### config.mk
export PLATFORM = sky130hd
export DESIGN_NAME = rf_wb_ctrl
export DESIGN_NICKNAME = d
export VERILOG_FILES = /design/src/rtl/rf_ctrl_pkg.sv /design/src/rtl/rr_arb2.sv /design/src/rtl/rf_wb_ctrl.sv
export SDC_FILE = /design/constraint.sdc
export NUM_CORES = 1
export LEC_CHECK = 0
export CAP_MARGIN = 10
export CORE_AREA = 2 2 96 70
export CTS_CLUSTER_DIAMETER = 120
export DETAILED_ROUTE_END_ITERATION = 6
export DIE_AREA = 0 0 98 72
export GPL_TIMING_DRIVEN = 0
export PLACE_DENSITY_LB_ADDON = 0.3
export SYNTH_ARGS = -nofsm -noshare
export SYNTH_HDL_FRONTEND = slang
export SYNTH_SLANG_ARGS = --single-unit
### constraint.sdc
create_clock -name clk -period 2.55 [get_ports clk]
set_input_delay 0.6375 -clock clk [delete_from_list [all_inputs] [get_ports clk]]
set_output_delay 0.6375 -clock clk [all_outputs]
set_load 0.01 [all_outputs]
### src/rtl/rf_ctrl_pkg.sv
// Shared widths and requester encoding for the register-file write-back controller.
package rf_ctrl_pkg;
  localparam int DW   = 16;
  localparam int NREG = 16;
  localparam int RW   = 4;
  localparam int AW   = 5;

  typedef enum logic {
    REQ0 = 1'b0,
    REQ1 = 1'b1
  } req_idx_e;
endpackage

### src/rtl/rr_arb2.sv
// Two-requester round-robin grant; a tie goes to the requester not granted last.
module rr_arb2
  import rf_ctrl_pkg::*;
(
  input  logic       clk,
  input  logic       rst_n,
  input  logic [1:0] i_valid,
  output logic [1:0] o_grant
);
  req_idx_e r_last;
  logic     w_pick0;

  // Grant doubles as acceptance, so it is forced low while reset is held.
  assign w_pick0 = i_valid[0] && (!i_valid[1] || (r_last == REQ1));
  assign o_grant = {i_valid[1] && !w_pick0, w_pick0} & {2{rst_n}};

  always_ff @(posedge clk or negedge rst_n) begin
    if (!rst_n)          r_last <= REQ1;
    else if (o_grant[0]) r_last <= REQ0;
    else if (o_grant[1]) r_last <= REQ1;
  end
endmodule

### src/rtl/rf_wb_ctrl.sv
// Write-back arbitration, destination scoreboard and registered register-file write port.
module rf_wb_ctrl
  import rf_ctrl_pkg::*;
#(
  parameter int DW   = rf_ctrl_pkg::DW,
  parameter int NREG = rf_ctrl_pkg::NREG,
  parameter int AW   = rf_ctrl_pkg::AW
) (
  input  logic          clk,
  input  logic          rst_n,
  input  logic          req0_valid,
  input  logic [RW-1:0] req0_rd,
  input  logic [DW-1:0] req0_data,
  output logic          req0_ready,
  input  logic          req1_valid,
  input  logic [RW-1:0] req1_rd,
  input  logic [DW-1:0] req1_data,
  output logic          req1_ready,
  input  logic          rsv_valid,
  input  logic [RW-1:0] rsv_rd,
  output logic          rsv_ready,
  input  logic [RW-1:0] q_rs,
  input  logic [RW-1:0] q_rt,
  output logic          hazard,
  output logic          wr_en,
  output logic [AW-1:0] wr_rd,
  output logic [DW-1:0] wr_data,
  output logic          sb_err
);
  logic [1:0]           w_gnt;
  logic [1:0][RW-1:0]   w_rd;
  logic [1:0][DW-1:0]   w_data;
  logic                 w_acc;
  logic [RW-1:0]        w_crd;
  logic [DW-1:0]        w_cdata;
  logic                 w_rsv;
  logic [NREG-1:0]      w_set, w_clr;

  logic [NREG-1:0]      r_busy;
  logic                 r_wr_en;
  logic [AW-1:0]        r_wr_rd;
  logic [DW-1:0]        r_wr_data;
  logic                 r_sb_err;

  rr_arb2 u_arb (
    .clk     (clk),
    .rst_n   (rst_n),
    .i_valid ({req1_valid, req0_valid}),
    .o_grant (w_gnt)
  );

  assign req0_ready = w_gnt[0];
  assign req1_ready = w_gnt[1];

  assign w_rd    = {req1_rd, req0_rd};
  assign w_data  = {req1_data, req0_data};
  assign w_acc   = |w_gnt;
  assign w_crd   = w_gnt[1] ? w_rd[1] : w_rd[0];
  assign w_cdata = w_gnt[1] ? w_data[1] : w_data[0];

  // A commit landing on the same index frees the slot for a same-cycle reservation.
  assign rsv_ready = rst_n && (!r_busy[rsv_rd] || (w_acc && (w_crd == rsv_rd)));
  assign w_rsv     = rsv_valid && rsv_ready;

  assign hazard = r_busy[q_rs] | r_busy[q_rt];

  always_comb begin
    w_set = '0;
    w_clr = '0;
    if (w_acc) w_clr[w_crd]  = 1'b1;
    if (w_rsv) w_set[rsv_rd] = 1'b1;
  end

  // Set is applied after clear so a same-index reserve+commit leaves the entry busy.
  always_ff @(posedge clk or negedge rst_n) begin
    if (!rst_n) begin
      r_busy   <= '0;
      r_sb_err <= 1'b0;
    end else begin
      r_busy <= (r_busy & ~w_clr) | w_set;
      if (w_acc && !r_busy[w_crd]) r_sb_err <= 1'b1;
    end
  end

  always_ff @(posedge clk or negedge rst_n) begin
    if (!rst_n) begin
      r_wr_en   <= 1'b0;
      r_wr_rd   <= '0;
      r_wr_data <= '0;
    end else begin
      r_wr_en <= w_acc;
      if (w_acc) begin
        r_wr_rd   <= AW'(w_crd);
        r_wr_data <= w_cdata;
      end
    end
  end

  assign wr_en   = r_wr_en;
  assign wr_rd   = r_wr_rd;
  assign wr_data = r_wr_data;
  assign sb_err  = r_sb_err;
endmodule

==> metrics.yaml <==
outcome: "complete, but fails checks"
failed_checks: "setup timing"
die_boundary_height_um: 72
rsz_0062_raised_after_global_routing: "true"
number_of_antenna_violations_at_the_first_check_in_global_routing: 0
power.clock.fraction_pct: 20.5
critPathCaptureType: "output port"
grt_remaining_overflow: 0
finalCritPeriodShare_pct: 106
grt_pass1_vias: 2405
report.final.hold_viol_count: 0
dp_worst_setup_slack_ps: -1210
io_buffers: 80
worst_skew_pair.late_latency_ps: 300
ys_top_cells_by_area: "dfrtp_1 (39%), mux4_2 (13%), a222oi_1 (6.6%)"
cts_made_buffers: 5
number_of_h_tree_branching_levels: 2
syn_area_um2: 2410
top_reg_cell_synth: "dfrtp_1"
p_sw_share_pct: 33.6
place_congestion: 0.902
wl_per_cell_um: 18.6
powerDensity_nw_per_um2: 605
critPathLaunchType: "register"
track_usage_pct: 22.4
max-clock-path-buffers: 2
commonest_cells_after_routing_fill_and_taps_aside: "clkdlybuf4s50_1 (66), dfrtp_1 (38), inv_1 (19), o21ai_0 (19), nand2_1 (18)"
synth_fp_nets: 286
achievable-frequency_ghz: 0.371
netlist-cell-type-count: 43
number_of_flops_mapped_to_enable_cells_by_yosys: 0
sum_of_routed_wire_length_over_all_layers_mm: 7.63
power.net_switching_uw: 742
route.detailed.vias_per_inst: 5.85
synth.avg_cell_area_um2: 10.5
timing.final.max_slew_violations: 0
global_route_wire_length_before_repair_mm: 12.5
critical_path_peak_fanout: 5
ant_nets: 0
die_x_um: 98
rows: 24
seqPwrFrac_pct: 40.1
min_period_ps: 2700
worst_hold_path_type: "in -> async"
synth_async_sr_flop_share_pct: 100
tritoncts: "yes"
slew_headroom_pct: 65.0
layout.cells.most_common: "clkdlybuf4s50_1"
whs_ps: 138
synth_largest_type_area_fraction_pct: 39.5
antenna_cells: 0
synth_cells: 229
p_leak_nw: 1.53
area_growth_syn_to_layout_pct: 51.6
seq_area_frac_synth_pct: 40.6
ioPinCount: 84
drv.max_cap_violation_count: 0
final.setup_skew_ps: 10.8
setup_slack_after_layout_ps: -149
synth_top_area_cell: "dfrtp_1"
cellInternalPower_mw: 1.47
vdd_drop_max_mv: 0.280
setup_viol: 2
dr_total_vias: 2394
arrival_worst_endpoint_ps: 2060
initialDrtViolationCount: 157
initial_standard_cell_utilization_of_the_core_pct: 39.5
criticalPathCategory: "reg -> out"
final_nets: 387
crit_required_ps: 1910
placeable_core_area_um2: 6100
cts.sinks: 39
path_clk_slew_ps: 90
tightestPinTransition_ps: 524
drt_pass1_iterations: 7
cts_root_buffer: "clkbuf_8"
dieArea_um2: 7060
final_layout_size_suffix_gt1_share_pct: 25.7
comb_power_share_pct: 39.4
ys_warn_count: 0
detailed_place_hpwl_mm: 5.71
route.detailed.drc: 0
postSynthRegisterBits: 39
grt_start_max_net_pins: 25
## cells in the mapped netlist (2+ instances only)
cell / count
dfrtp_1: 38
inv_1: 22
nand2_1: 21
o21ai_0: 21
a222oi_1: 16
mux4_2: 14
o31ai_1: 12
nor2_1: 8
clkbuf_1: 7
a31oi_1: 6
nand3_1: 6
and3_1: 5
buf_2: 4
nor3_1: 4
o41ai_2: 4
a211oi_1: 3
a21oi_1: 3
a311o_1: 3
and2_1: 3
mux2_2: 3
nand2b_1: 2
nand4_1: 2
o21ai_1: 2
## worst max-delay path, stage by stage, from the launching register on
cell	delay, ps
dfrtp_1	440
mux4_2	490
mux4_2	460
or2_4	260
buf_6	120
## what timing repair did
action | CTS | global route
setup endpoints to repair | 21 | 4
setup buffers | 11 | 3
gates resized for setup | 69 | 9
cloned | 0 | 0
hold buffers | 0 | 0
pin swaps | 6 | 1
## power by group through the flow
stage	Sequential [mW]	Clock, mW	Combinational [mW]
final	0.886	0.453	0.870
after floorplan	0.863	0	0.443
after CTS	0.877	0.464	0.856
after global routing	0.900	0.485	0.948
after detailed placement	0.890	0	0.788
after global placement	0.885	0	0.771
## final cells by class
type                            instances  area, um^2
Buffer                                 11        97.6
Sequential cell                        39         977
Multi-Input combinational cell        155        1360
Timing Repair Buffer                   95         932
Inverter                               23        90.1
Fill cell                             510        2440
Clock buffer                            6        82.6
Clock inverter                          2        16.3
Tap cell                               78        97.6
## final timing paths
check	from	to	slack, ps	depth (start not counted)
max	r_busy[11]	hazard	-150	4
min	rst_n	wr_data[4]	140	1
max reg2reg	u_arb.r_last	r_busy[2]	300	7
min reg2reg	wr_rd[0]	wr_rd[0]	510	2
max in group asynchronous	rst_n	r_busy[4]	2060	2
min in group clk	wr_rd[0]	wr_rd[0]	510	2
## sequential cells by signal, indices dropped and copies added, names as in the netlist
name / count
r_busy: 16
u_arb.r_last: 1
wr_data: 16
sb_err: 1
wr_en: 1
wr_rd: 4
## cell families after synthesis
kind of cell / Yosys count / share of synthesized area [%]
AO/OA/AOI/OAI: 77 / 26.0
XOR/XNOR: 1 / 0.364
buffers and inverters: 35 / 5.82
flip-flops: 39 / 40.6
multiplexers: 18 / 14.9
other: 1 / 0.156
AND/OR/NAND/NOR: 58 / 12.3
## metrics by stage
stage / total power, mW / TNS, ps / util (%) / instances / area (um^2)
6_report: 2.21 / -293 / 59.9 / 409 / 3650
5_1_grt: 2.33 / -426 / 59.9 / 409 / 3650
4_1_cts: 2.20 / -296 / 59.3 / 406 / 3620
3_5_place_dp: 1.68 / -12710 / 55.1 / 388 / 3360
3_3_place_gp: 1.66 / -88880 / 54.7 / 387 / 3330
2_1_floorplan: 1.31 / -45.5 / - / 229 / 2440
## metal layers
layer | GRT usage (%) | share of wire, %
met4 | 4.32 | 0.85
met3 | 5.59 | 8.6
met1 | 32.9 | 46
met5 | 0 | 0
met2 | 34.2 | 44
Note: power is estimated with default switching activity, not from simulation.
